--- config.mk ---
export PLATFORM = sky130hd
export DESIGN_NAME = operand2_fetch_seq_flat
export DESIGN_NICKNAME = d
export VERILOG_FILES = /design/src/rtl/operand2_fetch_seq_pkg.sv /design/src/rtl/operand2_fetch_seq_if.sv /design/src/rtl/operand2_fetch_seq_instr_field_decode.sv /design/src/rtl/operand2_fetch_seq.sv /design/src/flat_wrapper.sv
export SDC_FILE = /design/constraint.sdc
export NUM_CORES = 1
export LEC_CHECK = 0
export ABC_AREA = 1
export BUFFER_PORTS_ARGS = -buffer_cell sky130_fd_sc_hd__buf_2
export CAP_MARGIN = 20
export CORE_MARGIN = 3
export CORE_UTILIZATION = 25
export CTS_BUF_LIST = sky130_fd_sc_hd__clkbuf_4 sky130_fd_sc_hd__clkbuf_8 sky130_fd_sc_hd__clkbuf_16
export DETAILED_ROUTE_END_ITERATION = 16
export PLACE_DENSITY = 0.47
export SETUP_SLACK_MARGIN = 0.3
export SKIP_LAST_GASP = 1
export SLEW_MARGIN = 15
export SYNTH_ARGS = -nofsm -noshare
export SYNTH_HDL_FRONTEND = slang
export SYNTH_SLANG_ARGS = --single-unit
--- constraint.sdc ---
create_clock -name CLOCK_50 -period 1.62 [get_ports CLOCK_50]
set_clock_uncertainty 0.1 [all_clocks]
set_input_delay 0.324 -clock CLOCK_50 [delete_from_list [all_inputs] [get_ports CLOCK_50]]
set_output_delay 0.324 -clock CLOCK_50 [all_outputs]
set_load 0.01 [all_outputs]
--- src/rtl/operand2_fetch_seq_pkg.sv ---
// Shared constants for the operand-2 path: CTRL_select encodings, instruction field
// positions, the fetch-sequencer state enum and the decoded-field payload.
package operand2_fetch_seq_pkg;

  localparam int unsigned DATA_W_DEF  = 32;
  localparam int unsigned RADDR_W_DEF = 4;
  localparam int unsigned INSTR_W     = 32;

  localparam logic [2:0] SEL_DP_REG  = 3'b000;
  localparam logic [2:0] SEL_DP_IMM  = 3'b001;
  localparam logic [2:0] SEL_MEM_IMM = 3'b010;
  localparam logic [2:0] SEL_MEM_REG = 3'b011;
  localparam logic [2:0] SEL_BRANCH  = 3'b101;

  // {instr[27:26], instr[25]} is the contiguous slice instr[27:25]
  localparam int unsigned SEL_LSB   = 25;
  localparam int unsigned RN_LSB    = 16;
  localparam int unsigned RD_LSB    = 12;
  localparam int unsigned RS_LSB    = 8;
  localparam int unsigned ROT_LSB   = 8;
  localparam int unsigned SHAMT_LSB = 7;
  localparam int unsigned SH_LSB    = 5;
  localparam int unsigned BIT4_POS  = 4;
  localparam int unsigned RM_LSB    = 0;
  localparam int unsigned IMM_W     = 24;

  typedef enum logic [2:0] {
    IDLE  = 3'd0,
    RD_A  = 3'd1,
    CAP_A = 3'd2,
    CAP_S = 3'd3,
    DONE  = 3'd4
  } state_e;

  typedef struct packed {
    logic [2:0]       sel;
    logic [4:0]       shamt5;
    logic [3:0]       rot;
    logic [1:0]       sh;
    logic             bit4;
    logic [IMM_W-1:0] imm;
    logic [3:0]       rd;
    logic [3:0]       rn;
    logic [3:0]       rm;
    logic [3:0]       rs;
    logic             illegal;
    logic             needs_rs;
  } fields_t;

endpackage

--- src/rtl/operand2_fetch_seq_if.sv ---
// Instruction, register-file and operand-bundle signals of operand2_fetch_seq.
// OPDEC_PC_FORWARD_EN adds the pc input.
interface operand2_fetch_seq_if #(
  parameter int unsigned DATA_W  = 32,
  parameter int unsigned RADDR_W = 4
);
  logic               instr_valid;
  logic               instr_ready;
  logic [31:0]        instr;
  logic [RADDR_W-1:0] rf_addr_a;
  logic [RADDR_W-1:0] rf_addr_b;
  logic [DATA_W-1:0]  rf_data_a;
  logic [DATA_W-1:0]  rf_data_b;
  logic [2:0]         CTRL_select;
  logic [4:0]         IR_shamt5;
  logic [3:0]         IR_rot;
  logic [1:0]         IR_sh;
  logic               IR_4th;
  logic [23:0]        IR_imm;
  logic [3:0]         IR_rd;
  logic [DATA_W-1:0]  RF_Rm;
  logic [DATA_W-1:0]  RF_Rs;
  logic [DATA_W-1:0]  Rn_val;
  logic               op_illegal;
  logic               op_valid;
  logic               op_ready;
`ifdef OPDEC_PC_FORWARD_EN
  logic [DATA_W-1:0]  pc;
`endif

  modport master (
    input  instr_valid, instr, rf_data_a, rf_data_b, op_ready,
`ifdef OPDEC_PC_FORWARD_EN
    input  pc,
`endif
    output instr_ready, rf_addr_a, rf_addr_b, CTRL_select, IR_shamt5, IR_rot, IR_sh,
           IR_4th, IR_imm, IR_rd, RF_Rm, RF_Rs, Rn_val, op_illegal, op_valid
  );

  modport slave (
    output instr_valid, instr, rf_data_a, rf_data_b, op_ready,
`ifdef OPDEC_PC_FORWARD_EN
    output pc,
`endif
    input  instr_ready, rf_addr_a, rf_addr_b, CTRL_select, IR_shamt5, IR_rot, IR_sh,
           IR_4th, IR_imm, IR_rd, RF_Rm, RF_Rs, Rn_val, op_illegal, op_valid
  );
endinterface

--- src/rtl/operand2_fetch_seq_instr_field_decode.sv ---
// Combinational split of an instruction word into shifter fields, plus
// illegal-opcode and register-shift (Rs read needed) flags.
module operand2_fetch_seq_instr_field_decode
  import operand2_fetch_seq_pkg::*;
(
  input  logic [INSTR_W-1:0] instr,
  output fields_t            fields_c
);

  logic unused_cond_c;
  assign unused_cond_c = ^instr[INSTR_W-1:28];

  always_comb begin
    fields_c          = '0;
    fields_c.sel      = instr[SEL_LSB +: 3];
    fields_c.shamt5   = instr[SHAMT_LSB +: 5];
    fields_c.rot      = instr[ROT_LSB +: 4];
    fields_c.sh       = instr[SH_LSB +: 2];
    fields_c.bit4     = instr[BIT4_POS];
    fields_c.imm      = instr[IMM_W-1:0];
    fields_c.rd       = instr[RD_LSB +: 4];
    fields_c.rn       = instr[RN_LSB +: 4];
    fields_c.rm       = instr[RM_LSB +: 4];
    fields_c.rs       = instr[RS_LSB +: 4];
    fields_c.illegal  = !(fields_c.sel inside {SEL_DP_REG, SEL_DP_IMM, SEL_MEM_IMM,
                                               SEL_MEM_REG, SEL_BRANCH});
    fields_c.needs_rs = (fields_c.sel == SEL_DP_REG) && fields_c.bit4;
  end

endmodule

--- src/rtl/operand2_fetch_seq.sv ---
// Operand-2 fetch sequencer: decodes an instruction, reads Rn/Rm (and Rs for register
// shifts) over two synchronous RF ports, presents a valid/ready bundle.
// Optional build macro OPDEC_PC_FORWARD_EN replaces R15 reads with pc+8.
module operand2_fetch_seq
  import operand2_fetch_seq_pkg::*;
#(
  parameter int unsigned DATA_W  = DATA_W_DEF,
  parameter int unsigned RADDR_W = RADDR_W_DEF
) (
  input  logic                 CLOCK_50,
  input  logic                 RESET,
  operand2_fetch_seq_if.master bus
);

  state_e             state_q, state_d;
  fields_t            ir_q, ir_d, dec_c;
  logic [DATA_W-1:0]  rn_q, rn_d, rm_q, rm_d, rs_q, rs_d;
  logic [RADDR_W-1:0] addr_a_q, addr_a_d, addr_b_q, addr_b_d;
  logic               op_valid_q, op_valid_d;
  logic [DATA_W-1:0]  rn_src_c, rm_src_c, rs_src_c;

  operand2_fetch_seq_instr_field_decode u_decode (
    .instr    (bus.instr),
    .fields_c (dec_c)
  );

  // Captured values; R15 optionally forwards pc+8 sampled in the capture cycle
`ifdef OPDEC_PC_FORWARD_EN
  logic [DATA_W-1:0] pc_plus8_c;
  assign pc_plus8_c = bus.pc + DATA_W'(8);
  assign rn_src_c   = (ir_q.rn == 4'hF) ? pc_plus8_c : bus.rf_data_a;
  assign rm_src_c   = (ir_q.rm == 4'hF) ? pc_plus8_c : bus.rf_data_b;
  assign rs_src_c   = (ir_q.rs == 4'hF) ? pc_plus8_c : bus.rf_data_a;
`else
  logic unused_src_c;
  assign unused_src_c = ^{ir_q.rn, ir_q.rm};
  assign rn_src_c     = bus.rf_data_a;
  assign rm_src_c     = bus.rf_data_b;
  assign rs_src_c     = bus.rf_data_a;
`endif

  // Addresses are registered one cycle ahead so they are valid in RD_A and CAP_A
  always_comb begin
    state_d  = state_q;
    ir_d     = ir_q;
    rn_d     = rn_q;
    rm_d     = rm_q;
    rs_d     = rs_q;
    addr_a_d = '0;
    addr_b_d = '0;
    unique case (state_q)
      IDLE: begin
        if (bus.instr_valid) begin
          ir_d = dec_c;
          rn_d = '0;
          rm_d = '0;
          rs_d = '0;
          if (dec_c.illegal || (dec_c.sel == SEL_BRANCH)) begin
            state_d = DONE;
          end else begin
            state_d  = RD_A;
            addr_a_d = RADDR_W'(dec_c.rn);
            addr_b_d = RADDR_W'(dec_c.rm);
          end
        end
      end
      RD_A: begin
        state_d = CAP_A;
        if (ir_q.needs_rs) addr_a_d = RADDR_W'(ir_q.rs);
      end
      CAP_A: begin
        rn_d = rn_src_c;
        rm_d = rm_src_c;
        if (ir_q.needs_rs) begin
          state_d = CAP_S;
        end else begin
          rs_d    = '0;
          state_d = DONE;
        end
      end
      CAP_S: begin
        rs_d    = rs_src_c;
        state_d = DONE;
      end
      DONE: begin
        if (bus.op_ready) state_d = IDLE;
      end
      default: state_d = IDLE;
    endcase
    op_valid_d = (state_d == DONE);
  end

  always_ff @(posedge CLOCK_50) begin
    if (RESET) begin
      state_q    <= IDLE;
      ir_q       <= '0;
      rn_q       <= '0;
      rm_q       <= '0;
      rs_q       <= '0;
      addr_a_q   <= '0;
      addr_b_q   <= '0;
      op_valid_q <= 1'b0;
    end else begin
      state_q    <= state_d;
      ir_q       <= ir_d;
      rn_q       <= rn_d;
      rm_q       <= rm_d;
      rs_q       <= rs_d;
      addr_a_q   <= addr_a_d;
      addr_b_q   <= addr_b_d;
      op_valid_q <= op_valid_d;
    end
  end

  assign bus.instr_ready = (state_q == IDLE) && !RESET;
  assign bus.rf_addr_a   = addr_a_q;
  assign bus.rf_addr_b   = addr_b_q;
  assign bus.CTRL_select = ir_q.sel;
  assign bus.IR_shamt5   = ir_q.shamt5;
  assign bus.IR_rot      = ir_q.rot;
  assign bus.IR_sh       = ir_q.sh;
  assign bus.IR_4th      = ir_q.bit4;
  assign bus.IR_imm      = ir_q.imm;
  assign bus.IR_rd       = ir_q.rd;
  assign bus.Rn_val      = rn_q;
  assign bus.RF_Rm       = rm_q;
  assign bus.RF_Rs       = rs_q;
  assign bus.op_illegal  = ir_q.illegal;
  assign bus.op_valid    = op_valid_q;

endmodule

--- src/flat_wrapper.sv ---
// flat-port wrapper written by rule: the top's interface ports become plain ports
module operand2_fetch_seq_flat import operand2_fetch_seq_pkg::*;
#(
  parameter int unsigned DATA_W  = DATA_W_DEF,
  parameter int unsigned RADDR_W = RADDR_W_DEF
)
  (CLOCK_50, RESET, bus_instr_valid, bus_instr, bus_rf_data_a, bus_rf_data_b, bus_op_ready, bus_instr_ready, bus_rf_addr_a, bus_rf_addr_b, bus_CTRL_select, bus_IR_shamt5, bus_IR_rot, bus_IR_sh, bus_IR_4th, bus_IR_imm, bus_IR_rd, bus_RF_Rm, bus_RF_Rs, bus_Rn_val, bus_op_illegal, bus_op_valid);
  operand2_fetch_seq_if #(.DATA_W(DATA_W), .RADDR_W(RADDR_W)) bus_i ();
  input  logic CLOCK_50;
  input  logic RESET;
  input wire logic [$bits(bus_i.instr_valid)-1:0] bus_instr_valid;
  input wire logic [$bits(bus_i.instr)-1:0] bus_instr;
  input wire logic [$bits(bus_i.rf_data_a)-1:0] bus_rf_data_a;
  input wire logic [$bits(bus_i.rf_data_b)-1:0] bus_rf_data_b;
  input wire logic [$bits(bus_i.op_ready)-1:0] bus_op_ready;
  output wire logic [$bits(bus_i.instr_ready)-1:0] bus_instr_ready;
  output wire logic [$bits(bus_i.rf_addr_a)-1:0] bus_rf_addr_a;
  output wire logic [$bits(bus_i.rf_addr_b)-1:0] bus_rf_addr_b;
  output wire logic [$bits(bus_i.CTRL_select)-1:0] bus_CTRL_select;
  output wire logic [$bits(bus_i.IR_shamt5)-1:0] bus_IR_shamt5;
  output wire logic [$bits(bus_i.IR_rot)-1:0] bus_IR_rot;
  output wire logic [$bits(bus_i.IR_sh)-1:0] bus_IR_sh;
  output wire logic [$bits(bus_i.IR_4th)-1:0] bus_IR_4th;
  output wire logic [$bits(bus_i.IR_imm)-1:0] bus_IR_imm;
  output wire logic [$bits(bus_i.IR_rd)-1:0] bus_IR_rd;
  output wire logic [$bits(bus_i.RF_Rm)-1:0] bus_RF_Rm;
  output wire logic [$bits(bus_i.RF_Rs)-1:0] bus_RF_Rs;
  output wire logic [$bits(bus_i.Rn_val)-1:0] bus_Rn_val;
  output wire logic [$bits(bus_i.op_illegal)-1:0] bus_op_illegal;
  output wire logic [$bits(bus_i.op_valid)-1:0] bus_op_valid;
  assign bus_i.instr_valid = bus_instr_valid;
  assign bus_i.instr = bus_instr;
  assign bus_i.rf_data_a = bus_rf_data_a;
  assign bus_i.rf_data_b = bus_rf_data_b;
  assign bus_i.op_ready = bus_op_ready;
  assign bus_instr_ready = bus_i.instr_ready;
  assign bus_rf_addr_a = bus_i.rf_addr_a;
  assign bus_rf_addr_b = bus_i.rf_addr_b;
  assign bus_CTRL_select = bus_i.CTRL_select;
  assign bus_IR_shamt5 = bus_i.IR_shamt5;
  assign bus_IR_rot = bus_i.IR_rot;
  assign bus_IR_sh = bus_i.IR_sh;
  assign bus_IR_4th = bus_i.IR_4th;
  assign bus_IR_imm = bus_i.IR_imm;
  assign bus_IR_rd = bus_i.IR_rd;
  assign bus_RF_Rm = bus_i.RF_Rm;
  assign bus_RF_Rs = bus_i.RF_Rs;
  assign bus_Rn_val = bus_i.Rn_val;
  assign bus_op_illegal = bus_i.op_illegal;
  assign bus_op_valid = bus_i.op_valid;
  operand2_fetch_seq #(.DATA_W(DATA_W), .RADDR_W(RADDR_W)) u_core (.CLOCK_50(CLOCK_50), .RESET(RESET), .bus(bus_i));
endmodule
Word level (Yosys, flattened, before mapping) --
Index checks and enable logic that the tools add are counted.
Cells by class: bitwise logic cells 2, muxes and demuxes 14, equal/unequal tests 11, reductions and logical operators 14
Operator list (count):
- $pmux 32 s2 | 2
- $pmux 32 s3 | 1
- $mux 32 | 2
- $pmux 3 s5 | 1
- $eq 3x2->1 const B | 4
- $mux 3 | 4
- $mux 4 | 3
- $eq 3x3->1 const B | 3
- $pmux 4 s2 | 1
- $eq 3x1->1 const B | 2
- $logic_not 3->1 | 2
- $reduce_bool 5->1 | 1
- $ne 2x2->1 const B | 2
- $reduce_and 2->1 | 2
- $reduce_or 4->1 | 1
- $reduce_and 3->1 | 1
- $reduce_bool 3->1 | 1
- $logic_and 1x1->1 | 2
- $logic_not 1->1 | 2
- $not 1->1 | 2
- $reduce_bool 2->1 | 1
- $logic_or 1x1->1 | 1
Storage, ports and cells: word-level logic and storage cells 57, output and inout bits 150, bits of input ports 100, register bits 153

Longest topological paths before layout --
depth in word-level cells 8, gate-level depth with buffers 7, mapped depth without buffers 7

Hierarchy --
From an unflattened synthesis, not the netlist that was laid out.
Unflattened totals: cells, all modules 936, area, all modules 6779.0 um2
Modules (own cells, without submodules):
- operand2_fetch_seq | cells each 874, seq. area each 3143.0 um2, times used 1, area each 6338.6 um2
- operand2_fetch_seq_instr_field_decode | cells each 62, seq. area each 0.0 um2, times used 1, area each 440.4 um2

Worst setup path after synthesis --
OpenSTA, ideal clock, no wires.
path type input -> output, from input port RESET, to output port bus_instr_ready, arrival 973 ps, data required time 1196 ps, path buffers 2, setup slack 223 ps, stages on the path 3, path through clkbuf_1 clkbuf_1 nor2_1
Between the ends: longest elaborated chain between the ends 2
RTL lines:
- from (decl) | line flat_wrapper.sv:10 | input logic RESET;
- $logic_not 1->1 | line operand2_fetch_seq.sv:115 | assign bus.instr_ready = (state_q == IDLE) && !RESET;
- $logic_and 1x1->1 | line operand2_fetch_seq.sv:115
- to (decl) | line flat_wrapper.sv:16 | output wire logic [$bits(bus_i.instr_ready)-1:0] bus_instr_ready;
Every way passes these cells.

Worst setup path after layout --
from register u_core.state_q[1], to register u_core.rm_q[3], in the netlist u_core.bus.RF_Rm[3]
Between the ends: longest elaborated chain between the ends 3, elaborated cells between the ends (all ways) 6, classes of those cells 2 x eq/ne; 1 x mux; 3 x reduce/logical
RTL lines:
- from (decl) | line operand2_fetch_seq.sv:15 | state_e state_q, state_d;
- from (signal assigned) | line operand2_fetch_seq.sv:104 | state_q <= state_d;
- $eq 3x2->1 / $logic_not 3->1 (equally long branches) | line operand2_fetch_seq.sv:51 | unique case (state_q)
- $reduce_bool 2->1 (no line) / $ne 2x2->1 (equally long branches)
- $reduce_and 2->1 (no line)
- to (signal assigned) | line operand2_fetch_seq.sv:107 | rm_q <= rm_d;
- to (decl) | line operand2_fetch_seq.sv:17 | logic [DATA_W-1:0] rn_q, rn_d, rm_q, rm_d, rs_q, rs_d;
Several ways; a longest one is shown, not always the timed one. A chain may end at the register's enable or synchronous reset.

==> results.yml <==
run_status:
  outcome: "completed"
grt:
  gr-total-overflow: 0
  grt_pass1_wl_mm: 26.4
  grt_pass1_vias: 4707
  grt_usage_pct: 15.4
  grt_max_degree: 33
  antenna_found_initial: 0
setup_path:
  arrival_ns: 1.85
  cp_slowest_cell: "dfxtp_2"
  crit_family: "buffers and inverters"
  critPathKind: "register to register"
  reg2reg_from: "u_core.state_q[1]$_SDFF_PP0_"
  path_max_fanout: 5
  startpoint_type: "register"
  cp.buffers_inverters: 5
  cp.required_ns: 1.87
  critPathMaxStageDelay_ns: 0.36
  worstPathCellList: "buf_6 -> clkinvlp_4 -> nor3_4 -> buf_4 -> buf_8 -> clkbuf_16 -> nand2_1 -> a21oi_2"
  end_kind: "register"
  crit_start: "u_core.state_q[1]$_SDFF_PP0_"
route:
  wl_per_cell_um: 15.6
  drc_errors: 0
  drtPass1Iterations: 4
  routed-via-count: 5022
  drtAntennaViolNets: 0
  routed_via_density: 4.33
  drt-initial-drc-count: 176
  wl_mm: 18.0
synth:
  synth.cell_area_sq_um: 5050
  yosysWarnings: 0
  syn-instance-count: 643
  synth_seq_area_share_pct: 54.3
  synth_nets: 743
  synth-seq-cells: 137
  synthDistinctLibCells: 19
  syn_avg_cell_area_sq_um: 7.85
finish:
  area.growth.synth_to_final_pct: 59.7
  final_nets: 981
  drive_above_1_share_pct: 49.0
  finalNonFillerCells: 1159
  fillCellCount: 2079
  n_antenna_cell: 0
pwr:
  vdd_drop_max_uv: 699
  p_leak_nw: 3.64
  switching_share_pct: 24.7
  combPwrFrac_pct: 12.3
  clkPwrFrac_pct: 47.4
  power_frac_seq_pct: 40.3
  intPower_mw: 6.54
  power_density_nw_per_um2: 1080
  power_mw: 8.69
  p_sw_mw: 2.14
timing:
  worst_slew_pin_slew_ns: 0.321
  fmax_ghz: 0.622
  finalCriticalPeriod_ns: 1.61
  final-max-slew-violation-count: 0
  finalSetupViolCount: 0
  period_share_pct: 99.2
  hold_viol: 0
  worst_slack_ns: 0.0126
  grt_setup_unrepaired: "yes"
  max_slew_margin_pct: 78.6
die:
  die-area_sq_um: 21900
  start_util_pct: 25.7
  die_w_um: 148
  io_pins: 250
  core_area_sq_um: 19700
  die_height_um: 148
  num_rows: 51
placed_design:
  gp_congestion: 0.744
  dp.cells: 1090
  io_buffers: 244
  place_worst_setup_slack_ns: 0.120
  dp_hpwl_mm: 10.8
worst_hold_path:
  hp-start: "bus_instr[0]"
  hp-class: "input port to register"
clocking:
  root_buffer: "clkbuf_16"
  insertion_delay_ns: 0.41
  cts.htree.levels: 4
  cts_made_buffers: 17
  tritoncts: "yes"
  clkSlewWorstSetupHoldPaths_ns: 0.06
  clock_path_buffers: 2
  numClockSinks: 137
flow_run:
  cap_violations: 0
registers in the layout (all words and copies together), names as in the netlist:
register and count:
u_core.bus.CTRL_select 3, u_core.bus.IR_imm 21, u_core.bus.IR_rd 3, u_core.bus.RF_Rm 32, u_core.bus.RF_Rs 32, u_core.bus.Rn_val 32
u_core.bus.op_illegal 1, u_core.bus.op_valid 1, u_core.bus.rf_addr_a 4, u_core.bus.rf_addr_b 4, u_core.ir_q 1, u_core.state_q 3
cells by family (layout without fill, tap and decap cells):
kind of cell / count (synthesis) / after routing / synth area share [%]
buffers and inverters: 95 / 346 / 10.8
and+or+nand+nor: 274 / 274 / 21.4
AOI/OAI and AO/OA: 137 / 137 / 13.6
DFF: 137 / 137 / 54.3
cell type report:
| cell class | count | area, sq um | area share [%] |
|---|---|---|---|
| clock buffers | 22 | 488 | 6.05 |
| well taps | 265 | 332 | 4.11 |
| repair buffers | 299 | 2110 | 26.1 |
| multi-input cells | 411 | 2170 | 26.9 |
| clock inverters | 10 | 140 | 1.74 |
| flip-flops and latches | 137 | 2760 | 34.3 |
| inverters | 15 | 62.6 | 0.776 |
metal layers:
| layer | GRT usage, % | share of wire, % | vias to the layer above |
|---|---|---|---|
| met5 | 0 | 0 | - |
| met2 | 25.1 | 47 | 172 |
| met1 | 19.6 | 44 | 2340 |
| met3 | 5.55 | 8.0 | 14 |
| li1 | - | - | 2496 |
| met4 | 3.88 | 1.1 | 0 |
through the flow:
step | setup TNS [ns] | hold slack (ns) | util [%] | area [sq um]
CTS | 0 | 0.0196 | 37.8 | 7430
floorplan | 0 | 0.345 | - | 5050
global placement | 0 | 0.345 | 32.2 | 6330
detailed placement | 0 | 0.351 | 32.2 | 6330
global route | -2.18 | 0.0327 | 41.0 | 8060
finish | 0 | 0.0410 | 41.0 | 8060
cells in the mapped netlist:
master	count	area [sq um]
nor3_1	1	5.00
nand3_1	6	30.0
o21ai_1	2	10.0
nand2_1	251	942
nor3_4	1	16.3
buf_2	23	115
nor3_2	1	10.0
inv_2	3	11.3
nor2_2	2	12.5
a21oi_1	132	661
buf_4	42	315
nand4_1	1	6.26
and2_1	1	6.26
inv_1	12	45.0
clkbuf_1	15	56.3
nor2_1	8	30.0
o21ai_0	3	15.0
nand3_2	2	20.0
dfxtp_1	137	2740
path summary, 6_finish.rpt:
| check | slack, ns | to | cells past startpoint |
|---|---|---|---|
| max reg2reg | 0.01 | u_core.bus.RF_Rm[3]$_SDFFE_PP0P_ | 8 |
| max | 0.01 | u_core.bus.RF_Rm[3]$_SDFFE_PP0P_ | 8 |
| min reg2reg | 0.36 | u_core.bus.RF_Rs[27]$_SDFFE_PP0P_ | 2 |
| min | 0.04 | u_core.bus.rf_addr_b[0]$_SDFF_PP0_ | 3 |
cells in the final DEF, fill, tap and decap left out, types with 7 or more instances in the layout:
master     synthesis  layout
nand2_2            0      23
buf_6              0      15
buf_12             0      10
dfxtp_1          137     131
inv_1             12      11
buf_16             0       7
clkbuf_16          0      21
a21oi_1          132      85
nand2_1          251     210
buf_2             23     234
nand2_4            0      18
a21oi_2            0      47
buf_4             42      24
power groups by stage:
stage	Sequential, mW	Clock, mW	Combinational [mW]
2_1_floorplan	3.59	0	0.449
3_3_place_gp	3.58	0	0.772
3_5_place_dp	3.58	0	0.773
4_1_cts	3.50	4.24	0.968
5_1_grt	3.51	4.39	1.16
6_report	3.50	4.11	1.07
repair_timing:
action,in CTS,in global routing
setup endpoints to repair,241,277
gates cloned,8,5
hold endpoints to repair,0,0
buffers inserted,17,7
hold buffers,0,0
resized for setup,27,128
pin swaps,3,64
worst reg2reg max path, delay by kind of cell (launching register included):
| family | cells | cell delay (ns) |
|---|---|---|
| AND/OR/NAND/NOR | 2 | 0.30 |
| AO/OA/AOI/OAI | 1 | 0.11 |
| buffers and inverters | 5 | 0.66 |
| flip-flops | 1 | 0.36 |
(Power assumes the default switching activity.)
